--- config.mk ---
export PLATFORM = sky130hd
export DESIGN_NAME = mod997_horner_accumulator
export DESIGN_NICKNAME = d
export VERILOG_FILES = /design/src/rtl/mod997_pkg.sv /design/src/rtl/mod997_horner_step.sv /design/src/rtl/mod997_horner_accumulator.sv
export SDC_FILE = /design/constraint.sdc
export NUM_CORES = 1
export LEC_CHECK = 0
export CELL_PAD_IN_SITES_DETAIL_PLACEMENT = 1
export CELL_PAD_IN_SITES_GLOBAL_PLACEMENT = 1
export CORE_MARGIN = 1.5
export CORE_UTILIZATION = 42
export DETAILED_ROUTE_END_ITERATION = 6
export GPL_ROUTABILITY_DRIVEN = 0
export PLACE_DENSITY_LB_ADDON = 0.1
export SLEW_MARGIN = 20
export SYNTH_ARGS = -nofsm -noshare
export SYNTH_HDL_FRONTEND = slang
export SYNTH_HIERARCHICAL = 1
export SYNTH_SLANG_ARGS = --single-unit
export TNS_END_PERCENT = 1
--- constraint.sdc ---
create_clock -name clk -period 7.65 [get_ports clk]
set_input_delay 1.53 -clock clk [delete_from_list [all_inputs] [get_ports clk]]
set_output_delay 1.53 -clock clk [all_outputs]
set_load 0.01 [all_outputs]
--- src/rtl/mod997_pkg.sv ---
// Shared constants, state encoding and helpers for the mod-997 serial reducers.
package mod997_pkg;

  localparam logic [9:0] MOD_997 = 10'd997;
  localparam int         DIGIT_W = 6;
  localparam int         RES_W   = 10;
  localparam int         T_W     = RES_W + DIGIT_W;

  typedef enum logic [1:0] {
    IDLE = 2'd0,
    ACC  = 2'd1,
    OUT  = 2'd2
  } state_e;

  // MODULUS << k for k = 5..0, index k holds the k-th shifted modulus.
  localparam logic [5:0][T_W-1:0] MOD_SHL = {
    16'd31904, 16'd15952, 16'd7976, 16'd3988, 16'd1994, 16'd997
  };

  // Shifted-modulus table for an arbitrary modulus, used at elaboration time.
  function automatic logic [5:0][T_W-1:0] mod_shl_terms(input int m);
    logic [5:0][T_W-1:0] terms;
    for (int k = 0; k < 6; k++) begin
      terms[k] = T_W'(m << k);
    end
    return terms;
  endfunction

  // One restoring-reduction stage: subtract the term when it fits.
  function automatic logic [T_W-1:0] cond_sub(input logic [T_W-1:0] t,
                                              input logic [T_W-1:0] term);
    logic [T_W-1:0] r;
    if (t >= term) begin
      r = t - term;
    end else begin
      r = t;
    end
    return r;
  endfunction

endpackage

--- src/rtl/mod997_horner_step.sv ---
// Single Horner step: next_acc = (acc*64 + digit) mod MODULUS, no multiplier or divider.
// The shifted input is at most (MODULUS-1)*64+63 < MODULUS*64, so six conditional
// subtractions of MODULUS<<5 .. MODULUS<<0 always leave a value below MODULUS.
module mod997_horner_step
  import mod997_pkg::*;
#(
  parameter logic [5:0][T_W-1:0] TERMS = MOD_SHL
) (
  input  logic [RES_W-1:0]   acc,
  input  logic [DIGIT_W-1:0] digit,
  output logic [RES_W-1:0]   next_acc
);

  logic [T_W-1:0] t_s;

  // Shift in the digit, then peel off shifted moduli from the largest down.
  always_comb begin
    t_s = {acc, digit};
    for (int k = 5; k >= 0; k--) begin
      t_s = cond_sub(t_s, TERMS[k]);
    end
    next_acc = t_s[RES_W-1:0];
  end

endmodule

--- src/rtl/mod997_horner_accumulator.sv ---
// Streaming residue accumulator: folds 6-bit digits (MSD first) into a residue
// mod MODULUS, presenting one registered result per operand with valid/ready.
module mod997_horner_accumulator #(
  parameter int MODULUS = 997,
  parameter int DIGIT_W = mod997_pkg::DIGIT_W,
  parameter int RES_W   = mod997_pkg::RES_W,
  parameter int CNT_W   = 8
) (
  input  logic               clk,
  input  logic               rst_n,
  input  logic               in_valid,
  output logic               in_ready,
  input  logic [DIGIT_W-1:0] in_digit,
  input  logic               in_first,
  input  logic               in_last,
  output logic               out_valid,
  input  logic               out_ready,
  output logic [RES_W-1:0]   out_residue,
  output logic [CNT_W-1:0]   out_ndigits,
  output logic               restart_err
);

  import mod997_pkg::*;

  localparam logic [5:0][T_W-1:0] TERMS_L = mod_shl_terms(MODULUS);
  localparam logic [CNT_W-1:0]    CNT_ONE = CNT_W'(1'b1);
  localparam logic [CNT_W-1:0]    CNT_MAX = {CNT_W{1'b1}};

  state_e             state_q, state_d;
  logic [RES_W-1:0]   acc_q, acc_d;
  logic [CNT_W-1:0]   cnt_q, cnt_d;
  logic [RES_W-1:0]   out_residue_q, out_residue_d;
  logic [CNT_W-1:0]   out_ndigits_q, out_ndigits_d;
  logic               out_valid_q, out_valid_d;
  logic               restart_err_q, restart_err_d;
  logic               in_ready_q, in_ready_d;

  logic               accept_s;
  logic               fresh_s;
  logic [RES_W-1:0]   step_base_s;
  logic [RES_W-1:0]   step_next_s;
  logic [CNT_W-1:0]   cnt_inc_s;
  logic [CNT_W-1:0]   cnt_new_s;

  assign accept_s = in_valid & in_ready_q;

  // Choose the Horner seed: a fresh operand starts from zero, otherwise continue.
  always_comb begin
    fresh_s = 1'b1;
    if (state_q == ACC) begin
      fresh_s = in_first;
    end else begin
      fresh_s = 1'b1;
    end
    if (fresh_s) begin
      step_base_s = '0;
    end else begin
      step_base_s = acc_q;
    end
  end

  // Saturating digit count for the beat being accepted.
  always_comb begin
    if (cnt_q == CNT_MAX) begin
      cnt_inc_s = cnt_q;
    end else begin
      cnt_inc_s = cnt_q + CNT_ONE;
    end
    if (fresh_s) begin
      cnt_new_s = CNT_ONE;
    end else begin
      cnt_new_s = cnt_inc_s;
    end
  end

  mod997_horner_step #(
    .TERMS (TERMS_L)
  ) u_step (
    .acc      (step_base_s),
    .digit    (in_digit),
    .next_acc (step_next_s)
  );

  // Next-state, datapath and output-register updates for the accumulator FSM.
  always_comb begin
    state_d       = state_q;
    acc_d         = acc_q;
    cnt_d         = cnt_q;
    out_residue_d = out_residue_q;
    out_ndigits_d = out_ndigits_q;
    out_valid_d   = out_valid_q;
    restart_err_d = 1'b0;
    case (state_q)
      IDLE, ACC: begin
        if (accept_s) begin
          acc_d = step_next_s;
          cnt_d = cnt_new_s;
          if ((state_q == ACC) && in_first) begin
            restart_err_d = 1'b1;
          end else begin
            restart_err_d = 1'b0;
          end
          if (in_last) begin
            state_d       = OUT;
            out_valid_d   = 1'b1;
            out_residue_d = step_next_s;
            out_ndigits_d = cnt_new_s;
          end else begin
            state_d = ACC;
          end
        end else begin
          state_d = state_q;
        end
      end
      OUT: begin
        if (out_ready) begin
          state_d     = IDLE;
          out_valid_d = 1'b0;
        end else begin
          state_d = OUT;
        end
      end
      default: begin
        state_d     = IDLE;
        out_valid_d = 1'b0;
      end
    endcase
    in_ready_d = (state_d != OUT);
  end

  // State and register bank; reset drops any partial operand and pending result.
  always_ff @(posedge clk or negedge rst_n) begin
    if (!rst_n) begin
      state_q       <= IDLE;
      acc_q         <= '0;
      cnt_q         <= '0;
      out_residue_q <= '0;
      out_ndigits_q <= '0;
      out_valid_q   <= 1'b0;
      restart_err_q <= 1'b0;
      in_ready_q    <= 1'b0;
    end else begin
      state_q       <= state_d;
      acc_q         <= acc_d;
      cnt_q         <= cnt_d;
      out_residue_q <= out_residue_d;
      out_ndigits_q <= out_ndigits_d;
      out_valid_q   <= out_valid_d;
      restart_err_q <= restart_err_d;
      in_ready_q    <= in_ready_d;
    end
  end

  assign in_ready    = in_ready_q;
  assign out_valid   = out_valid_q;
  assign out_residue = out_residue_q;
  assign out_ndigits = out_ndigits_q;
  assign restart_err = restart_err_q;

endmodule

==> results of run 1 <==
## synthesized netlist by cell type, drive strengths merged, types with 11 or more instances
master and number:
nand2 57, a21oi 50, nor2 42, dfrtp 41, o21ai 37, mux2 24
a31oi 20, and2 19, buf 19, nand3 17, xnor2 17, nor3 16
inv 15, and3 13, o211ai 13, clkbuf 11, mux2i 11, nand4 11
## layout make-up
type                            instances  area, µm²
Tap cell                              143        179
Multi-Input combinational cell        502       4360
Sequential cell                        41       1030
Inverter                               15       56.3
Fill cell                            1242       3410
Timing Repair Buffer                  267       2160
Antenna cell                            1       2.50
Clock inverter                          1       30.0
Clock buffer                            7        143
## cell usage in the layout (no fill, tap or decap), types with 6 or more instances in the layout
cell type and count:
a21oi_1 37, a21oi_2 11, a31oi_1 15, and2_1 6, and2_4 13, and3_1 12, buf_4 219, buf_6 13
clkdlybuf4s50_1 30, dfrtp_1 41, inv_1 12, mux2_2 16, mux2_4 8, mux2i_1 8, nand2_1 49, nand3_1 12
nand4_1 11, nor2_1 35, nor3_1 11, o211ai_1 12, o21ai_0 23, o21ai_1 6, or3_1 6, xnor2_1 15
xor2_1 7
## worst min-delay path by stage
stage              startpoint        endpoint  slack (ns)  depth (start not counted)
5_1_grt              acc_q[2]        acc_q[2]        0.55                          1
3_3_place_gp   out_ndigits[6]  out_ndigits[6]        0.47                          2
2_1_floorplan        acc_q[4]        acc_q[4]        0.47                          1
4_1_cts        out_ndigits[4]  out_ndigits[4]        0.51                          1
6_report       out_ndigits[3]  out_ndigits[3]        0.54                          1
3_5_place_dp   out_ndigits[2]  out_ndigits[2]        0.50                          2
## stage by stage
| stage | TNS [ns] | util, % | worst slack [ns] |
|---|---|---|---|
| finish | -21.15 | 70.0 | -1.30 |
| global route | -21.50 | 70.0 | -1.29 |
| CTS | 0 | 68.2 | 0.00111 |
| detailed placement | -25.28 | 60.9 | -1.39 |
| global placement | -14.81 | 60.9 | -0.839 |
| floorplan | -6.76 | - | -0.579 |
## flip-flops by register name, indices dropped and copies added (netlist names)
signal       count
out_ndigits      8
cnt_q            8
in_ready         1
out_valid        1
out_residue     10
acc_q           10
restart_err      1
state_q          2
## where the power goes
part           switching, mW  leakage (nW)  internal [mW]
Combinational          0.623          2.77          0.470
Clock                  0.102        0.0841          0.164
Sequential            0.0782         0.523          0.275
Total                  0.804          3.38          0.909
## repair_timing
| action | 4_1_cts | 5_1_grt |
|---|---|---|
| buffers inserted | 26 | 5 |
| endpoints found under the hold margin | 0 | 0 |
| gates resized for setup | 83 | 40 |
| setup endpoints to repair | 20 | 20 |
| gates cloned | 1 | 0 |
| pin swaps | 46 | 25 |
## layer usage
| metal | vias to the layer above | global-route usage (%) | share of wire [%] |
|---|---|---|---|
| li1 | 2791 | - | - |
| met1 | 3595 | 56.3 | 33 |
| met2 | 815 | 80.2 | 43 |
| met3 | 419 | 8.56 | 12 |
| met4 | 0 | 35.2 | 13 |
| met5 | - | 0 | 0 |
## kinds of logic (layout without fill, tap and decap cells)
family | after synthesis | after routing | share of synthesized area (%)
xor+xnor | 24 | 24 | 4.47
compound gates | 227 | 227 | 37.0
flops | 41 | 41 | 21.1
other cells | 0 | 1 | 0
mux | 35 | 35 | 8.54
buf+inv | 45 | 290 | 4.60
fa+ha+maj | 7 | 7 | 1.75
simple gates | 209 | 209 | 22.6
==> key figures, run 1 <==
Drt
  • Wirelength per Cell: 36.6 µm
  • Drt drc: 5
  • Final WL: 35800 µm
  • Post-DRT Antenna Nets: 0
  • Initial DRC Count: 1123
  • Drt pass-1 iters: 7
  • Total number of vias: 7620
  • Vias per Instance: 7.80

Worst setup path
  • Worst R2R Start: state_q[0]
  • Delay-heaviest family, CP: compound AO/OA/AOI/OAI gates
  • CP Launch Type: input port
  • Worst setup EP type: register
  • Top cell by count, worst path: buf_4
  • Internal reg-to-reg setup slack: -0.49 ns
  • Max incr delay on CP: slightly above 0.8 ns
  • Crit path depth: 34
  • R2R depth: 32
  • Critical Path End: out_residue[3]
  • Worst Setup SP: in_first
  • Worst-path fanout max: 8
  • Sum of buffers and inverters on the critical path: 9
  • Reg2reg end: out_residue[3]
  • WP data required: 7.82 ns
  • Setup Crit Path Kind: in2reg
  • Critical Path AT: 9.13 ns
  • Slowest CP cell: o21ai_0

Final layout
  • Fin area: 7960 µm²
  • Syn-to-layout area delta: 63.6%
  • Nets: 849
  • Non-filler cells, final: 977
  • Share of post-route cells with drive strength above 1: 49.1%

Clocking
  • Worst-path clk slew: 0.07 ns
  • TritonCTS clock tree: built
  • CTS root buf: clkbuf_16
  • H-tree depth: 2
  • Max clock buf depth: 2
  • CTS Sinks: 41
  • Worst-Skew Late Latency: ~0.29 ns
  • Cts hold-fix bufs: 0
  • Num CTS Buffers: 5

Die
  • Core box area: about 11000 µm²
  • Die Width: 111 µm
  • Initial Utilization: 42.8%
  • IO Count: 33
  • Full die area: 12200 µm²
  • Cell row count: 39
  • Die Span Y: 111 µm

Global routing
  • Overall Global Routing Usage: 48.5%
  • Gr ovfl total: 0
  • Largest net degree at the start of global routing: 42
  • Initial antenna violation count: 0
  • First-pass GRT wire length: 46400 µm
  • Vias in the first global route: 7634

Timing
  • Setup violators final: 20
  • Worst Hold Slack: 0.540 ns
  • Worst slew pin tran: roughly 1.2 ns
  • Fmax: 0.112 GHz
  • Endpoints failing hold: 0
  • Worst setup margin: -1.30 ns
  • RSZ-0062 raised after global routing: true
  • Clock Skew: 0.00284 ns
  • Final critical-path share of the clock period: 117%
  • Relative slew slack: 20.7%
  • Fin crit period: 8.95 ns
  • Count of pins over their slew limit: 0

Logic synthesis
  • Synth warn: 6
  • Top cells by area, synth: dfrtp_1 (21%), a21oi_1 (5.0%), mux2_2 (4.2%)
  • Syn nets: 605
  • Synth Register Bits: 41
  • Synth area leader: dfrtp_1
  • Sequential share of the synthesized area: 21.1%
  • Post-Synthesis Cells: 588
  • Post-synth top area share: 21.1%
  • Cell area after synthesis: 4870 µm²
  • Post-synth EDFFs: 0
  • Library cells used by synthesis: 102
  • Asr flop ratio synth: 100%
  • Mean Syn Cell Area: 8.28 µm²
  • Synth Flop Type: dfrtp_1

Hold path
  • HP Class: reg2reg

Placed design
  • Placed instance area: 6930 µm²
  • HPWL after DPL: ~17000 µm
  • Placed Cells: 937
  • Port bufs: 32

Pwr
  • Tot Pwr: roughly 1.7 mW
  • Pleak: 3.38 nW
  • Peak VDD IR: 0.000285 V
  • Pwr/cell area: 215 nW/µm²

Job
  • Number of max-cap violations: 0

Run status
  • Failing checks: design-rule violations, negative setup slack
  • Status: complete, but fails checks
(Power assumes the default switching activity.)
==> run 2: changes to the inputs <==
- CORE_UTILIZATION: 42 -> 50
- SETUP_SLACK_MARGIN: default -> 0.5
- clock period: 7.65 -> 10.9 ns (I/O delays scaled with it)
==> run 2 against run 1 <==
  * The run now ends clean
  * Sequential cell count stayed put
  * Utilization is 10 points lower
  * Sequential share of layout area is 5.5 points higher
  * Hold slack worse by 0.050 ns
  * Wire length is 51% lower
  * Largest power group unchanged
==> key figures, run 2 (same netlist as run 1, synthesis figures left out) <==
Run status
  • Status: finished clean

Worst setup path
  • Setup Crit Path Kind: in2reg
  • WP data required: 11.09 ns
  • CP Launch Type: input port
  • Max incr delay on CP: 0.53 ns
  • Slowest CP cell: or4_1
  • Critical Path AT: roughly 10 ns
  • Internal reg-to-reg setup slack: 2.64 ns
  • Worst setup EP type: register
  • Worst-path fanout max: 15

Timing
  • Fmax: 0.0990 GHz
  • Setup violators final: 0
  • Clock Skew: around 0.0095 ns
  • Fin crit period: 10.10 ns
  • Count of pins over their slew limit: 0
  • RSZ-0062 raised after global routing: false
  • Worst slew pin tran: 1.03 ns
  • Final critical-path share of the clock period: around 93%
  • Relative slew slack: 31.5%
  • Endpoints failing hold: 0
  • TNS Setup: 0 ns

Die
  • Full die area: 10300 µm²
  • Core box area: 9330 µm²
  • Die Span Y: roughly 100 µm
  • Cell row count: 35
  • Initial Utilization: 52.2%
  • IO Count: 33
  • Die Width: 102 µm

Final layout
  • Syn-to-layout area delta: 15.0%
  • Multi-input gate area: 3800 µm²
  • Share of post-route cells with drive strength above 1: 20.7%
  • Nets: 635
  • Diode count: 0
  • Non-filler cells, final: 748
  • Filler instances: 1142
  • Leading cell types in the layout, fill and taps excluded: nand2_1 (51), a21oi_1 (47), dfrtp_1 (41)
  • Register area: roughly 1000 µm²
  • Post-Route Utilization: ~60%
  • Most common cell after layout, fill and taps aside: nand2_1

Hold path
  • HP Class: reg2reg

Global routing
  • Vias in the first global route: 5149
  • Gr ovfl total: 0
  • Initial antenna violation count: 0
  • Largest net degree at the start of global routing: between 40 and 50
  • Busiest grt layer: met2
  • Grt met2 use: 55.3%
  • Overall Global Routing Usage: 33.6%
  • First-pass GRT wire length: about 27000 µm
  • Grt met3 use: approximately 3.9%
  • Met1 Resource Use GR: 46.9%

Drt
  • Drt pass-1 iters: 5
  • Vias per Instance: roughly 7
  • Post-DRT Antenna Nets: 0
  • Final WL: 17400 µm
  • Total number of vias: 5248
  • Initial DRC Count: 262
  • Drt drc: 0
  • Wirelength per Cell: between 20 and 25 µm

Pwr
  • Pwr/cell area: 139 nW/µm²
  • Tot Pwr: 776 µW
  • Pleak: 2.12 nW
  • Peak VDD IR: about 0.00014 V

Clocking
  • TritonCTS clock tree: built
  • CTS root buf: clkbuf_8
  • Max clock buf depth: 2
  • Cts hold-fix bufs: 0
  • H-tree depth: 2
  • CTS Sinks: 41
  • Num CTS Buffers: 5
  • Worst-path clk slew: ~0.080 ns
  • Worst-Skew Late Latency: around 0.30 ns

Placed design
  • HPWL after DPL: about 13000 µm
  • Port bufs: 32
  • Placed Cells: 730

Job
  • Number of max-cap violations: 0
-- run 2: path summary, 6_finish.rpt --
check	from	end	depth (start not counted)
setup / recovery	in_first	out_residue[3]	29
hold / removal	out_ndigits[2]	out_ndigits[2]	2
setup reg to reg	state_q[1]	out_residue[3]	28
hold reg to reg	out_ndigits[2]	out_ndigits[2]	2
max in group asynchronous	rst_n	acc_q[9]	1
min in group asynchronous	rst_n	restart_err	1
-- run 2: metal layers --
metal | share of wire, % | vias to the layer above
li1 | - | 2359
met4 | 1.8 | 0
met1 | 43 | 2658
met2 | 49 | 199
met5 | 0 | -
met3 | 6.2 | 32
-- run 2: critical path: cells and delay by family --
| family | cells | cell delay (ns) |
|---|---|---|
| fa+ha+maj | 1 | 0.29 |
| compound gates | 12 | 3.17 |
| xor+xnor | 2 | 0.31 |
| simple gates | 8 | 2.56 |
| mux | 3 | 0.97 |
| buf+inv | 3 | 0.75 |
-- run 2: area by class of cell --
class	count	share of cell area [%]
Multi-Input combinational cell	502	67.8
Inverter	15	1.01
Tap cell	129	2.88
Clock inverter	2	0.179
Clock buffer	6	1.30
Sequential cell	41	18.3
Timing Repair Buffer	53	8.45
-- run 2: what timing repair did --
item | in CTS | in global routing
gates resized for setup | 3 | 28
setup endpoints to repair | 16 | 20
pin swaps | 0 | 9
setup buffers | 0 | 10
-- run 2: stage by stage --
step	setup WS, ns	hold slack (ns)	cell area (µm²)
floorplan	1.30	0.467	4870
global placement	0.334	0.473	5260
detailed placement	-0.0119	0.482	5260
CTS	0.563	0.499	5360
global route	0.421	0.516	5600
finish	0.801	0.490	5600
-- run 2: report_power, final --
part           total, mW  switching, mW  internal [mW]  leakage (nW)
logic              0.448          0.265          0.184          1.55
registers          0.229         0.0361          0.193         0.523
clock network     0.0986         0.0542         0.0444        0.0450
total              0.776          0.355          0.421          2.12
